File: src/rtl/shift_left_1.sv
// Shift-left-by-one with a 2-entry in-order result buffer and valid/ready handshakes on both sides.
// Optional carry_out/overflow flag outputs are compiled in when SHL1_FLAGS_EN is defined.
module shift_left_1 #(
  parameter int WIDTH = 64
) (
  input  logic             clk,
  input  logic             rst_n,
  input  logic [WIDTH-1:0] in,
  input  logic             in_valid,
  output logic             in_ready,
  output logic [WIDTH-1:0] out,
  output logic             out_valid,
  input  logic             out_ready
`ifdef SHL1_FLAGS_EN
  ,
  output logic             carry_out,
  output logic             overflow
`endif
);

`ifdef SHL1_FLAGS_EN
  localparam int ENT_W = WIDTH + 2;
`else
  localparam int ENT_W = WIDTH;
`endif

  function automatic logic [WIDTH-1:0] shl1(input logic [WIDTH-1:0] v);
    return v << 1;
  endfunction

`ifdef SHL1_FLAGS_EN
  // Entry layout: {carry, overflow, data}; flags come from the operand before shifting.
  function automatic logic [ENT_W-1:0] make_entry(input logic [WIDTH-1:0] v);
    return {v[WIDTH-1], v[WIDTH-1] ^ v[WIDTH-2], shl1(v)};
  endfunction
`else
  function automatic logic [ENT_W-1:0] make_entry(input logic [WIDTH-1:0] v);
    return shl1(v);
  endfunction
`endif

  logic [1:0]       count;
  logic [1:0]       count_nxt;
  logic             accept;
  logic             deliver;
  logic [ENT_W-1:0] ent_p0;
  logic [ENT_W-1:0] ent_p1;
  logic [ENT_W-1:0] ent_new;

  assign out_valid = (count != 2'd0);
  assign accept    = in_valid && in_ready;
  assign deliver   = out_valid && out_ready;
  assign ent_new   = make_entry(in);

  always_comb begin
    count_nxt = count;
    case ({accept, deliver})
      2'b10:   count_nxt = count + 2'd1;
      2'b01:   count_nxt = count - 2'd1;
      default: count_nxt = count;
    endcase
  end

  always_ff @(posedge clk) begin
    if (!rst_n) begin
      count    <= 2'd0;
      in_ready <= 1'b0;
    end else begin
      count    <= count_nxt;
      in_ready <= (count_nxt != 2'd2);
    end
  end

  // Buffer stage: ent_p0 is the oldest entry; a new entry lands in the slot just past the survivors.
  always_ff @(posedge clk) begin
    if (deliver)
      ent_p0 <= ent_p1;
    if (accept) begin
      if (count_nxt == 2'd1)
        ent_p0 <= ent_new;
      else
        ent_p1 <= ent_new;
    end
  end

  // Output stage: contents are don't-care when empty, so everything is gated by out_valid.
  assign out = out_valid ? ent_p0[WIDTH-1:0] : '0;
`ifdef SHL1_FLAGS_EN
  assign carry_out = out_valid ? ent_p0[WIDTH+1] : 1'b0;
  assign overflow  = out_valid ? ent_p0[WIDTH]   : 1'b0;
`endif

endmodule

File: config.mk
export PLATFORM = sky130hd
export DESIGN_NAME = shift_left_1
export DESIGN_NICKNAME = d
export VERILOG_FILES = /design/src/rtl/shift_left_1.sv
export SDC_FILE = /design/constraint.sdc
export NUM_CORES = 1
export LEC_CHECK = 0
export CORE_MARGIN = 2
export CORE_UTILIZATION = 49
export DETAILED_ROUTE_END_ITERATION = 10
export HOLD_SLACK_MARGIN = 0.05
export PLACE_DENSITY = 0.8
export SYNTH_ARGS = -nofsm -noshare
export SYNTH_HDL_FRONTEND = slang
export SYNTH_SLANG_ARGS = --single-unit
export TNS_END_PERCENT = 1
File: constraint.sdc
create_clock -name clk -period 13.12 [get_ports clk]
set_input_delay 1.968 -clock clk [delete_from_list [all_inputs] [get_ports clk]]
set_output_delay 1.968 -clock clk [all_outputs]
set_load 0.1 [all_outputs]
Yosys cells after proc, flatten, opt, wreduce, memory -nomap -nowiden

Index checks and enable logic that the tools add are counted.

Register bits after elaboration: 130
Input bits: 68
Output and inout bits: 66
Logic and storage cells: 20

$add $sub $neg: 2
Equal/unequal tests: 4
Mux-type cells: 5
Bitwise gates (word level): 1
Reductions and logical operators: 4

Operators by type and width:

| operator                                         | number |
|---|---|
| 2-to-1 mux 64 bit                                | 4 |
| == test 2 x 1 -> 1 bit, second input constant    | 2 |
| one-hot mux 2 bit (2 select lines)               | 1 |
| adder 2 x 1 -> 2 bit, second input constant      | 1 |
| == test 2 bit, second input constant             | 1 |
| logical AND 1 bit                                | 2 |
| inequality test 2 bit, second input constant     | 1 |
| AND reduction 2 bit                              | 1 |
| nonzero test 2 bit                               | 1 |
| subtractor 2 x 1 -> 2 bit, second input constant | 1 |
| NOT 1 bit                                        | 1 |

Longest topological paths before layout

Gate-level depths: netlist (run 1).

Depth in word-level cells: 7
Depth in mapped cells: 11
Depth with buffers taken out: 6

Worst setup path before layout (run 1)

OpenSTA, ideal clock, no wires.

Kind: input -> register
Start point: input out_ready
End point: register ent_p1[10] (enable)
Library setup time: 0.639 ns
Arrival: 9.340 ns
Data required time: 12.481 ns
Setup slack: 3.140 ns
Cell stages on the path: 8
Buffers on the path: 3
Cell sequence: o21ai_0 buf_2 clkbuf_1 inv_1 ha_1 buf_2 and4bb_2 nor4_1

Longest elaborated chain between the ends: 6
Elaborated cells on any way between the ends: 7
Those cells by class: eq/ne: 3; mux: 1; bitwise: 1; reduce/logical: 2

RTL lines:

| what                                                           | line | RTL |
|---|---|---|
| start: declaration                                             | 13   | `input logic out_ready` |
| logical AND 1 bit (*)                                          | 52   | `assign deliver = out_valid && out_ready;` |
| == test 2 x 1 -> 1 bit / == test 2 bit (equally long branches) | 57   | `case ({accept, deliver})` |
| one-hot mux 2 bit (2 select lines) (*)                         | 57   |  |
| == test 2 x 1 -> 1 bit (*)                                     | 79   | `if (count_nxt == 2'd1)` |
| NOT 1 bit (no line) (*)                                        | -    |  |
| AND reduction 2 bit (no line) (*)                              | -    |  |
| end signal: assignment                                         | 82   | `ent_p1 <= ent_new;` |
| end: declaration                                               | 47   | `logic [ENT_W-1:0] ent_p1;` |

Mark *: on every way between the ends. The rest lies on a longest branch, timed or not.
A chain may end at the register's enable or synchronous reset.

Final worst setup path (run 1)

Start point: register count[0]
End point: output out[12]

Longest elaborated chain between the ends: 2

RTL lines:

| what                     | line | RTL |
|---|---|---|
| start: declaration       | 42   | `logic [1:0] count;` |
| start signal: assignment | 69   | `count <= count_nxt;` |
| nonzero test 2 bit       | 50   | `assign out_valid = (count != 2'd0);` |
| 2-to-1 mux 64 bit        | 87   | `assign out = out_valid ? ent_p0[WIDTH-1:0] : '0;` |
| end: declaration         | 11   | `output logic [WIDTH-1:0] out,` |

No other way between the ends.

==> results of run 1 <==
layer usage:
layer / track usage, % / vias up / routed length (um)
met4: 8.333 / 0 / 172
met2: 32.77 / 89 / 5173
met3: 5.559 / 15 / 564
li1: - / 1571 / -
met1: 20.35 / 1555 / 4321
met5: 0 / - / 0
stage by stage:
stage          worst slack [ps]  cells  util (%)
2_1_floorplan              3140    365         -
3_3_place_gp               8293    619     63.06
3_5_place_dp               8259    619     63.06
4_1_cts                    7703    649     68.36
5_1_grt                    7536    649     68.36
6_report                   7767    649     68.36
area by class of cell:
class                      count  area, um2
clock buffer                  25      494.2
clock inverter                 5      75.07
fill                         792       3400
inverter                       3      11.26
multi-input combinational    210       2006
sequential                   130       3233
tap                          140      175.2
timing repair buffer         136       1351
state kept, by name, summed over array words and instances (netlist names):
register	flops
in_ready	1
ent_p1	63
count	2
ent_p0	64
critical path, delay by kind of cell (launching register included):
kind | cells | cell delay [ps]
and+or+nand+nor | 2 | 1170
buffers and inverters | 1 | 1140
DFF | 1 | 550
cells by family (layout without fill, tap and decap cells):
logic type,after synthesis,in the layout,synth area share (%)
buffers and inverters,25,169,2.659
xor gates and xnor gates,2,2,0.3266
muxes,126,126,26.45
and+or+nand+nor,74,74,8.888
DFF,130,130,60.28
AOI/OAI and AO/OA,7,7,1.166
adders and majority gates,1,1,0.2332
final timing paths:
path | end | slack, ps | cells past startpoint
setup / recovery | out[12] | 7770 | 3
hold / removal | ent_p0[0]$_DFF_P_ | 480 | 1
setup reg to reg | ent_p1[39]$_DFFE_PP_ | 10470 | 6
hold reg to reg | ent_p0[0]$_DFF_P_ | 480 | 1
placed cells by master (no fill, tap or decap), drive strengths merged:
cell type,Yosys,routed
nor4,2,2
and4bb,1,1
o41ai,1,1
xnor2,2,2
edfxtp,63,63
a21oi,1,1
a21boi,1,1
nand3b,1,1
o21ai,3,3
mux2,126,126
or3,1,1
ha,1,1
bufinv,0,2
and3,1,1
clkinv,0,3
clkdlybuf4s50,0,132
and3b,1,1
buf,13,4
dfxtp,67,67
o311ai,1,1
nand2,1,1
or2,1,1
inv,3,3
and2,65,65
clkbuf,9,25
==> results.sh, run 1 <==
export IMPL_grt_max_degree=66
export IMPL_finalHoldViolations=0
export IMPL_ys_types=26
export IMPL_initial_core_util_pct=49.92
export IMPL_finClkSkew_ps=6.939
export IMPL_clock_sinks=130
export IMPL_drv_slew=0
export IMPL_core_rowCount=38
export IMPL_yosys_area_top_type="edfxtp_1"
export IMPL_rr_startpoint="count[0]$_SDFF_PN0_"
export IMPL_overflow=0
export IMPL_rsz0062_at_grt="false"
export IMPL_worstHoldStart="ent_p0[0]$_DFF_P_"
export IMPL_ioPinCount=134
export IMPL_synth_top_area_share_pct=35.27
export IMPL_first_pass_iters=4
export IMPL_drt_iter0_drc=114
export IMPL_ant_nets=0
export IMPL_drc=0
export IMPL_hold_ws_ps=484.1
export IMPL_syn_area_per_cell_um2=14.70
export IMPL_hold_buffers=0
export IMPL_grt_pass1_wl_um=16460
export IMPL_antennaDiodeCount=0
export IMPL_clockRootBuffer="clkbuf_8"
export IMPL_synth_common_cells="mux2_2, dfxtp_1, and2_1, edfxtp_1, clkbuf_1"
export IMPL_cts_resized=0
export IMPL_post_route_period_util_pct=40.80
export IMPL_cap_violations=0
export IMPL_ys_seq_elements=130
export IMPL_num_vias=3230
export IMPL_arrival_ps=3390
export IMPL_critical_path_class="flop to output port"
export IMPL_ys_warn_count=0
export IMPL_startpoint="count[0]$_SDFF_PN0_"
export IMPL_grt_pass1_vias=3437
export IMPL_setup_tns_final_ps=0
export IMPL_clock_path_buffers=2
export IMPL_drt_wirelength_per_cell_um=15.76
export IMPL_synthesis_nets=434
export IMPL_tightest_slew_ps=1059
export IMPL_portBuffers=132
export IMPL_place_area_um2=6777
export IMPL_synth_cell_area_um2=5364
export IMPL_hp_class="flop to flop"
export IMPL_antenna_found_initial=0
export IMPL_tritoncts="built"
export IMPL_cts_buffers=17
export IMPL_critPathCaptureType="output port"
export IMPL_post_dp_hpwl_um=6404
export IMPL_start_kind="flop"
export IMPL_period_minus_slack_ps=5353
export IMPL_die_x_um=108.6
export IMPL_ys_top_cells_by_area="edfxtp_1, mux2_2, dfxtp_1"
export IMPL_seq_area_frac_synth_pct=60.28
export IMPL_clk_latency_ps=500
export IMPL_area_delta_synth_final_pct=36.95
export IMPL_synth_async_reset_ratio_pct=0
export IMPL_required_ps=11150
export IMPL_grtUsageTotal_pct=18.48
export IMPL_worstPathCellList="or2_2 > and2_1 > clkdlybuf4s50_1"
export IMPL_fp_dieH_um=108.6
export IMPL_netlist_instances=365
export IMPL_critPathMaxStageDelay_ps=1140
export IMPL_cts_clk_slew_worst_paths_ps=60
export IMPL_finalNetCount=567
export IMPL_max_slew_margin_pct=29.38
export IMPL_synth_most_common_cell="mux2_2"
export IMPL_core_area_um2=10750
export IMPL_layout_drive_gt1_share_pct=31.04
export IMPL_synth_edff_count=63
export IMPL_final_area_um2=7346
export IMPL_status="finished, final reports clean"
export IMPL_finalWirelength_um=10230
export IMPL_die_area_um2=11800
export IMPL_via_per_inst=4.977
export IMPL_setup_violations=0
export IMPL_routabilityCongestion=0.6909
export IMPL_ys_flop_type="dfxtp_1"
export IMPL_crit_path_top_delay_cell="clkdlybuf4s50_1"
export IMPL_post_cts_buffers=0
export IMPL_ctsHtreeMaxLevel=4
export IMPL_crit_fanout=65
export IMPL_max_freq_mhz=186.8
Power of run 1 is not shown: default switching activity piles up to over one toggle a cycle in this logic, so the estimate is an artifact.
==> run 2: changes to the inputs <==
==> constraint.sdc (replaced) <==
create_clock -name clk -period 5 [get_ports clk]
set_input_delay 0.75 -clock clk [delete_from_list [all_inputs] [get_ports clk]]
set_output_delay 0.75 -clock clk [all_outputs]
set_load 0.1 [all_outputs]
==> results.sh, run 2 (synthesized netlist as in run 1, its figures left out) <==
export IMPL_status="finished, final reports clean"
export IMPL_dp_cells=620
export IMPL_reg_top3="ent_p0 (64), ent_p1 (63), count (2)"
export IMPL_startpoint="count[0]$_SDFF_PN0_"
export IMPL_max_freq_mhz=243.8
export IMPL_finalHoldViolations=0
export IMPL_period_minus_slack_ps=4102
export IMPL_tightest_slew_ps=1015
export IMPL_drc=0
export IMPL_cts_resized=0
export IMPL_num_vias=3246
export IMPL_arrival_ps=3350
export IMPL_required_ps=4250
export IMPL_ant_nets=0
export IMPL_drt_wirelength_per_cell_um=15.56
export IMPL_antennaDiodeCount=0
export IMPL_drt_iter0_drc=105
export IMPL_setup_tns_final_ps=0
export IMPL_cts_clk_slew_worst_paths_ps=60
export IMPL_fin_util_pct=68.68
export IMPL_multi_input_area_um2=2014
export IMPL_grt_pass1_vias=3310
export IMPL_finalNetCount=568
export IMPL_post_dp_hpwl_um=6316
export IMPL_drt_met1_wl_um=4504
export IMPL_setup_violations=0
export IMPL_hold_buffers=0
export IMPL_largest_reg_flops=64
export IMPL_final_cell_mix="clkdlybuf4s50_1, mux2_2, dfxtp_1"
export IMPL_critical_path_class="flop to output port"
export IMPL_die_area_um2=11800
export IMPL_post_route_period_util_pct=82.04
export IMPL_grt_pass1_wl_um=15900
export IMPL_cts_buffers=17
export IMPL_grtUsageTotal_pct=17.82
export IMPL_crit_path_end="out[30]"
export IMPL_tritoncts="built"
export IMPL_regArea_um2=3233
export IMPL_critPathCaptureType="output port"
export IMPL_reg2reg_depth=7
export IMPL_crit_buf_inv=1
export IMPL_wl_met2_um=4863
export IMPL_clock_path_buffers=2
export IMPL_clk_latency_ps=510
export IMPL_hold_ws_ps=511.5
export IMPL_crit_fanout=65
export IMPL_crit_path_top_delay_cell="clkdlybuf4s50_1"
export IMPL_finalWirelength_um=10140
export IMPL_top_layer_used="met4"
export IMPL_via_per_inst=4.979
export IMPL_fp_dieH_um=108.6
export IMPL_portBuffers=132
export IMPL_ff2ff_setup_slack_ps=2270
export IMPL_antenna_found_initial=0
export IMPL_crit_cells=3
export IMPL_drv_slew=0
export IMPL_ioPinCount=134
export IMPL_first_pass_iters=4
export IMPL_routabilityCongestion=0.6984
export IMPL_final_cells=652
export IMPL_rsz0062_at_grt="false"
export IMPL_max_slew_margin_pct=32.35
export IMPL_crit_family="buffers and inverters"
export IMPL_clock_sinks=130
export IMPL_critPathMaxStageDelay_ps=1140
export IMPL_hp_class="flop to flop"
export IMPL_grt_max_degree=66
export IMPL_route_met3_wl_um=607
export IMPL_layout_drive_gt1_share_pct=31.25
export IMPL_finClkSkew_ps=9.237
export IMPL_fillCellCount=778
export IMPL_top_register="ent_p0"
export IMPL_die_x_um=108.6
export IMPL_cap_violations=0
export IMPL_final_common_cell="clkdlybuf4s50_1"
export IMPL_r2r_end="ent_p0[38]$_DFF_P_"
export IMPL_clockRootBuffer="clkbuf_8"
export IMPL_area_delta_synth_final_pct=37.58
export IMPL_start_kind="flop"
export IMPL_core_rowCount=38
export IMPL_worstPathCellList="or2_2 > and2_1 > clkdlybuf4s50_1"
export IMPL_post_cts_buffers=0
export IMPL_ctsHtreeMaxLevel=4
export IMPL_initial_core_util_pct=49.92
export IMPL_worstHoldStart="ent_p0[0]$_DFF_P_"
export IMPL_overflow=0
export IMPL_rr_startpoint="count[0]$_SDFF_PN0_"
export IMPL_core_area_um2=10750
==> run 2: cell count changes in the layout (fill, tap and decap cells not counted), sizes merged <==
cell    previous run  this run
clkbuf            25        27
buf                4         5
==> run 2: stage by stage <==
step	setup slack, ps	cell area [um2]
floorplan	385.2	5379
global placement	1378	6793
detailed placement	1398	6793
CTS	842.0	7380
global route	664.9	7380
finish	898.0	7380
==> run 2: cell type report <==
type | instances | area share, %
Timing Repair Buffer | 137 | 18.41
Sequential cell | 130 | 43.81
Clock buffer | 27 | 6.935
Multi-Input combinational cell | 210 | 27.30
Inverter | 3 | 0.1526
Clock inverter | 5 | 1.017
Tap cell | 140 | 2.374
==> run 2: how the worst min path moves through the flow <==
stage	to	slack, ps	cells after the start
2_1_floorplan	ent_p0[0]$_DFF_P_	440	1
3_3_place_gp	ent_p0[0]$_DFF_P_	460	1
3_5_place_dp	ent_p0[0]$_DFF_P_	470	1
4_1_cts	ent_p0[0]$_DFF_P_	520	1
5_1_grt	ent_p0[0]$_DFF_P_	540	1
6_report	ent_p0[0]$_DFF_P_	510	1
==> run 2: layer usage <==
metal  up-vias  global-route usage (%)
li1       1576                       -
met4         0                   7.509
met3        19                   5.439
met5         -                       0
met1      1550                   21.79
met2       101                   29.29
Power of run 2 is left out for the same reason.
